## src/rtl/rr_arbiter_8.sv

```systemverilog
// rr_arbiter_8: round-robin arbiter sharing one resource among 8 requesters.
//
// A winner is picked in IDLE by scanning upward from the slot after the last
// owner. The grant is held while the owner keeps requesting, and it is revoked
// by a hold limit when other requesters are waiting. Every handover passes
// through one IDLE cycle with no grant.
//
// Ports:
//   clk_i        rising-edge clock
//   rst_ni       asynchronous active-low reset
//   req_i[7:0]   level-sensitive request vector, bit i = requester i
//   grant_o[7:0] registered one-hot grant, zero when there is no owner
//   grant_idx_o  index of the current owner, valid only while busy_o = 1
//   busy_o       1 while a grant is active
//   preempt_o    one-cycle pulse in the dead cycle after a hold-limit revoke
module rr_arbiter_8 #(
    parameter int unsigned MAX_HOLD = 16  // legal range 2..255
) (
    input  logic       clk_i,
    input  logic       rst_ni,
    input  logic [7:0] req_i,
    output logic [7:0] grant_o,
    output logic [2:0] grant_idx_o,
    output logic       busy_o,
    output logic       preempt_o
);

    typedef enum logic [0:0] {StIdle, StBusy} state_e;

    localparam logic [7:0] HoldMax = 8'(MAX_HOLD - 1);

    state_e     state_q, state_d;
    logic [2:0] idx_q, idx_d;
    logic [2:0] last_q, last_d;
    logic [7:0] grant_q, grant_d;
    logic [7:0] hold_q, hold_d;
    logic       busy_q, busy_d;
    logic       preempt_q, preempt_d;

    logic [2:0] scan_idx;
    logic [2:0] win_idx;
    logic       win_found;
    logic [7:0] hold_inc;
    logic       contended;

    // First requester at or after last_q+1, wrapping 7 -> 0. The eighth probe
    // (offset 8 truncates to 0) lands on last_q itself.
    always_comb begin
        scan_idx  = '0;
        win_idx   = '0;
        win_found = 1'b0;
        for (int unsigned i = 1; i <= 8; i++) begin
            scan_idx = last_q + 3'(i);
            if (!win_found && req_i[scan_idx]) begin
                win_found = 1'b1;
                win_idx   = scan_idx;
            end
        end
    end

    // Saturating count including the current cycle; testing the limit on this
    // value makes a contended grant last exactly MAX_HOLD-1 cycles.
    assign hold_inc  = (hold_q >= HoldMax) ? HoldMax : hold_q + 8'd1;
    assign contended = |(req_i & ~grant_q);

    always_comb begin
        state_d   = state_q;
        idx_d     = idx_q;
        last_d    = last_q;
        grant_d   = grant_q;
        hold_d    = hold_q;
        busy_d    = busy_q;
        preempt_d = 1'b0;

        unique case (state_q)
            StIdle: begin
                if (|req_i) begin
                    state_d = StBusy;
                    idx_d   = win_idx;
                    grant_d = 8'd1 << win_idx;
                    busy_d  = 1'b1;
                    hold_d  = '0;
                end
            end
            StBusy: begin
                if (!req_i[idx_q]) begin
                    // Release takes precedence over the hold limit.
                    state_d = StIdle;
                    grant_d = '0;
                    busy_d  = 1'b0;
                    last_d  = idx_q;
                end else if (hold_inc == HoldMax && contended) begin
                    state_d   = StIdle;
                    grant_d   = '0;
                    busy_d    = 1'b0;
                    last_d    = idx_q;
                    preempt_d = 1'b1;
                end else begin
                    hold_d = hold_inc;
                end
            end
            default: begin
                state_d = StIdle;
            end
        endcase
    end

    always_ff @(posedge clk_i or negedge rst_ni) begin
        if (!rst_ni) begin
            state_q   <= StIdle;
            idx_q     <= '0;
            last_q    <= 3'd7;
            grant_q   <= '0;
            hold_q    <= '0;
            busy_q    <= 1'b0;
            preempt_q <= 1'b0;
        end else begin
            state_q   <= state_d;
            idx_q     <= idx_d;
            last_q    <= last_d;
            grant_q   <= grant_d;
            hold_q    <= hold_d;
            busy_q    <= busy_d;
            preempt_q <= preempt_d;
        end
    end

    assign grant_o     = grant_q;
    assign grant_idx_o = idx_q;
    assign busy_o      = busy_q;
    assign preempt_o   = preempt_q;

endmodule

```

## config.mk

```make
export PLATFORM = sky130hd
export DESIGN_NAME = rr_arbiter_8
export DESIGN_NICKNAME = d
export VERILOG_FILES = /design/src/rtl/rr_arbiter_8.sv
export SDC_FILE = /design/constraint.sdc
export NUM_CORES = 1
export LEC_CHECK = 0
export CAP_MARGIN = 25
export CELL_PAD_IN_SITES_DETAIL_PLACEMENT = 1
export CELL_PAD_IN_SITES_GLOBAL_PLACEMENT = 2
export CORE_UTILIZATION = 39
export DETAILED_ROUTE_END_ITERATION = 12
export GPL_ROUTABILITY_DRIVEN = 0
export PLACE_DENSITY = 0.95
export SYNTH_ARGS = -nofsm -noshare
export SYNTH_HDL_FRONTEND = slang
export SYNTH_SLANG_ARGS = --single-unit
```

## constraint.sdc

```tcl
create_clock -name clk_i -period 6.7 [get_ports clk_i]
set_input_delay 1.675 -clock clk_i [delete_from_list [all_inputs] [get_ports clk_i]]
set_output_delay 1.675 -clock clk_i [all_outputs]
set_load 0.05 [all_outputs]
```

# Word-level counts from Yosys, hierarchy flattened

Index checks and enable logic that the tools add are counted.

Logic and storage cells: 111
Input bits: 10
Flip-flop bits (word level): 25
Output and inout bits: 13

Shift-type cells: 1
Reductions and logical operators: 21
$add $sub $neg: 8
Bitwise operators: 3
Multiplexer cells: 55
$lt $le $gt $ge: 10
Equality and inequality tests: 6

Operator list:

| operator            | count |
|---|---|
| $mux 8              | 7 |
| $lt 3x4->1 const B  | 9 |
| $pmux 8 s2          | 2 |
| $mux 3              | 10 |
| $bmux 1 s3          | 9 |
| $mux 1              | 25 |
| $reduce_or 8->1     | 2 |
| $add 3x3->3 const B | 4 |
| $add 8x1->8 const B | 1 |
| $and 8x8->8         | 1 |
| $eq 8x4->1 const B  | 1 |
| $ge 8x4->1 const B  | 1 |
| $logic_and 1x1->1   | 8 |
| $not 8->8           | 1 |
| $shl 1x3->8 const A | 1 |
| $logic_not 1->1     | 7 |
| $add 3x2->3 const B | 2 |
| $reduce_and 2->1    | 3 |
| $ne 2x1->1 const B  | 2 |
| $ne 2x2->1 const B  | 2 |
| $pmux 1 s2          | 2 |
| $add 3x1->3 const B | 1 |
| $ne 3x2->1 const B  | 1 |
| $reduce_and 3->1    | 1 |
| $not 1->1           | 1 |

# Longest topological paths before layout

Word-level depth: 28
Gate-level depth with buffers: 12
Mapped depth without buffers: 9

# Least setup slack after synthesis

Ideal clock, no wire load.

Path kind: in2reg
Start point: input port req_i[7]
End point: register grant_q[5] (netlist: grant_o[5])
Setup time: 92 ps
Path slack: 2841 ps
Data arrival time: 3767 ps
Path buffers: 0
Stages: 7
Data required time: 6608 ps
Cells stage by stage: mux4_2 -> mux2_4 -> or3_4 -> a2111oi_4 -> o221ai_2 -> o2bb2ai_2 -> o31ai_2

Longest elaborated chain between the ends: 27
Elaborated cells on any way between the ends: 58
Classes of those cells: eq/ne (2); shift (1); mux (36); bitwise (1); reduce/logical (18)

RTL lines:

| what                         | RTL line | RTL |
|---|---|---|
| start: declaration           | 21       | `input logic [7:0] req_i,` |
| $bmux 1 s3                   | 54       | `if (!win_found && req_i[scan_idx]) begin` |
| $mux 1 (not written as such) | 54       |  |
| $mux 1                       | 54       |  |
| $logic_not 1->1              | 54       |  |
| $logic_and 1x1->1            | 54       |  |
| $mux 1                       | 54       |  |
| $logic_not 1->1              | 54       |  |
| $logic_and 1x1->1            | 54       |  |
| (+11 left out)               | -        |  |
| $logic_and 1x1->1            | 54       |  |
| $mux 1                       | 54       |  |
| $logic_not 1->1              | 54       |  |
| $logic_and 1x1->1            | 54       |  |
| $mux 3                       | 54       |  |
| $shl 1x3->8                  | 80       | `grant_d = 8'd1 << win_idx;` |
| $mux 8                       | 77       | `if (\|req_i) begin` |
| $pmux 8 s2                   | 75       | `unique case (state_q)` |
| end signal: assignment       | 121      | `grant_q <= grant_d;` |
| end: declaration             | 35       | `logic [7:0] grant_q, grant_d;` |

Several ways; a longest one is shown, not always the timed one. The select of a mux whose other input is x is not followed.
A chain may end at the register's enable or synchronous reset.

# Worst setup path in the final report

Start point: input port req_i[2]
End point: register grant_q[3] (netlist: grant_o[3])

Same word-level chain as after synthesis.

==> results.py <==
metrics = {
    "timing": {
        "skew_ps": 4.52,
        "slew_headroom": 0.503,
        "max_freq_mhz": 220,
        "slew_viol_final": 0,
        "finalSetupViolations": 0,
        "tns_ps": 0,
        "min_period_over_period": 0.680,
        "grt_setup_unrepaired": "no",
        "hold_viol": 0,
        "worst_slew_pin_slew_ps": 746,
        "period_minus_slack_ps": 4550,
    },
    "global_route": {
        "antenna_found_initial": 0,
        "grt_busiest_layer": "met2",
        "overflow": 0,
        "use_met1": 0.312,
        "grt_pass1_wl_um": 9690,
        "met3_usage": 0.0159,
        "grt_util_met2": 0.380,
        "grt.total_usage": 0.225,
        "grt_max_degree": 20,
        "grt_pass1_vias": 1874,
    },
    "synth": {
        "synthTopCellsByArea": "dfrtp_1 (26%), mux4_2 (7.5%), mux2i_1 (6.7%)",
        "yosysTopAreaCell": "dfrtp_1",
        "yosysMostFrequentCell": "nand2_1",
        "synthFlopType": "dfrtp_1",
        "avgSynthCellArea_um2": 9.72,
        "synth_warnings": 0,
        "postSynthCellCount": 216,
        "synth-edff-count": 0,
        "ys_seq_elements": 25,
        "synth_top_area_share": 0.262,
        "netlist_top_cells_count": "nand2_1 (28), dfrtp_1 (22), mux2i_1 (14)",
        "syn-cell-area_um2": 2100,
        "syn-num-nets": 229,
        "async_flop_share": 1.00,
        "ys_types": 55,
        "yosysSeqAreaShare": 0.300,
    },
    "worst_setup_path": {
        "crit_type": "in2reg",
        "cp-start-kind": "input port",
        "end_kind": "flop",
        "worstPathArrival_ps": 4720,
        "worstPathRequired_ps": 6870,
        "crit_fanout": 9,
        "reg2reg_depth": 9,
    },
    "hold_path": {
        "hp-class": "reg2reg",
        "hold_depth": 1,
    },
    "layout": {
        "fillers": 608,
        "post_route_cells_drive_above_1_share": 0.145,
        "register_area_um2": 629,
        "multiInputGateArea_um2": 1380,
        "nets": 249,
        "area_growth_pct": 16.2,
        "diodes": 0,
    },
    "floorplanning": {
        "num_rows": 26,
        "start_util": 0.408,
        "die_x_um": 75.4,
        "die_area_um2": 5680,
        "fp.dieH_um": 75.4,
        "core_region_area_um2": 5140,
        "io_pins": 23,
    },
    "clocking": {
        "clk_pin_slew_ps": 90,
        "numCtsBuffers": 3,
        "ctsLongestPathBuffers": 2,
        "cts_hold_buf": 0,
        "cts_resized": 0,
        "cts_root_buf": "clkbuf_8",
        "cts_sinks": 25,
        "clk_latency_ps": 260,
        "post_cts_buffers": 0,
        "cts_tree": "yes",
        "htreeDepth": 1,
    },
    "routing": {
        "route.detailed.drc": 0,
        "dr.first_iter.drc_count": 100,
        "post_drt_wl_per_cell_um": 19.2,
        "avgViaCountPerCell": 5.91,
        "routed_wl_um": 5850,
        "ant_nets": 0,
        "via_count": 1804,
        "first_pass_iters": 4,
    },
    "placed_design": {
        "hpwl_um": 4540,
        "port_buffers": 22,
    },
    "flow_run": {
        "drv_cap": 0,
    },
    "status": {
        "status": "finished, final reports clean",
    },
}
registers in the layout (all words and copies together) (netlist names):
name,count
busy_o,1
grant_idx_o,3
state_q,1
preempt_o,1
last_q,3
hold_q,8
grant_o,8
worst max-delay path: stages:
cell	delay, ps
clkdlybuf4s50_1	570
mux4_2	620
mux2_4	310
or3_4	440
nor4b_2	290
nor4_1	150
or3_4	440
o31ai_1	220
final cells by class:
cell class                      count  area share
Inverter                           13      0.0200
Tap cell                           70      0.0359
Multi-Input combinational cell    170       0.566
Timing Repair Buffer               23       0.102
Sequential cell                    25       0.258
Clock inverter                      1     0.00205
Clock buffer                        3      0.0169
cells by family after synthesis:
logic type,count (synthesis),synth area share
buffers and inverters,21,0.0429
adders and majority gates,3,0.0179
DFF,25,0.300
xor gates and xnor gates,5,0.0209
and+or+nand+nor,70,0.175
AOI/OAI and AO/OA,62,0.231
muxes,30,0.213
per-stage QoR:
stage | hold slack [ps] | cells | cell area [um^2] | utilization | worst slack, ps
2_1_floorplan | 454 | 216 | 2100 | - | 2840
3_3_place_gp | 471 | 300 | 2370 | 0.460 | 2030
3_5_place_dp | 474 | 301 | 2390 | 0.466 | 1920
4_1_cts | 500 | 305 | 2440 | 0.475 | 2180
5_1_grt | 508 | 305 | 2440 | 0.475 | 2040
6_report | 494 | 305 | 2440 | 0.475 | 2150
final timing paths:
check,from,end,slack (ps)
hold reg to reg,hold_q[4],hold_q[4],490
setup / recovery,req_i[2],grant_o[3],2150
setup reg to reg,last_q[0],grant_o[4],2470
max in group asynchronous,rst_ni,last_q[1],4380
hold / removal,hold_q[4],hold_q[4],490
min in group asynchronous,rst_ni,grant_idx_o[1],1760
per-layer routing:
metal  vias up  part of all wire
met2        21              0.50
li1        864                 -
met3        12             0.013
met5         -                 0
met1       907              0.47
met4         0             0.020
cells in the final DEF (no fill, tap or decap), drive strengths merged, types with 2 or more instances in the layout:
cell type,n
nand2,28
dfrtp,22
clkdlybuf4s50,22
mux2i,14
o21ai,14
inv,13
mux4,10
nor2,9
a21oi,8
o31ai,8
nand2b,7
mux2,6
nand3,5
and2,5
nor4,4
o221ai,4
o22ai,3
xnor2,3
a211oi,3
a31oi,3
ha,3
clkbuf,3
dfstp,3
nor3,3
or3,3
xor2,2
o221a,2
a32oi,2
o21a,2
a311oi,2
or2,2
Power is not shown: default switching activity piles up to over one toggle a cycle in this logic, so the estimate is an artifact.
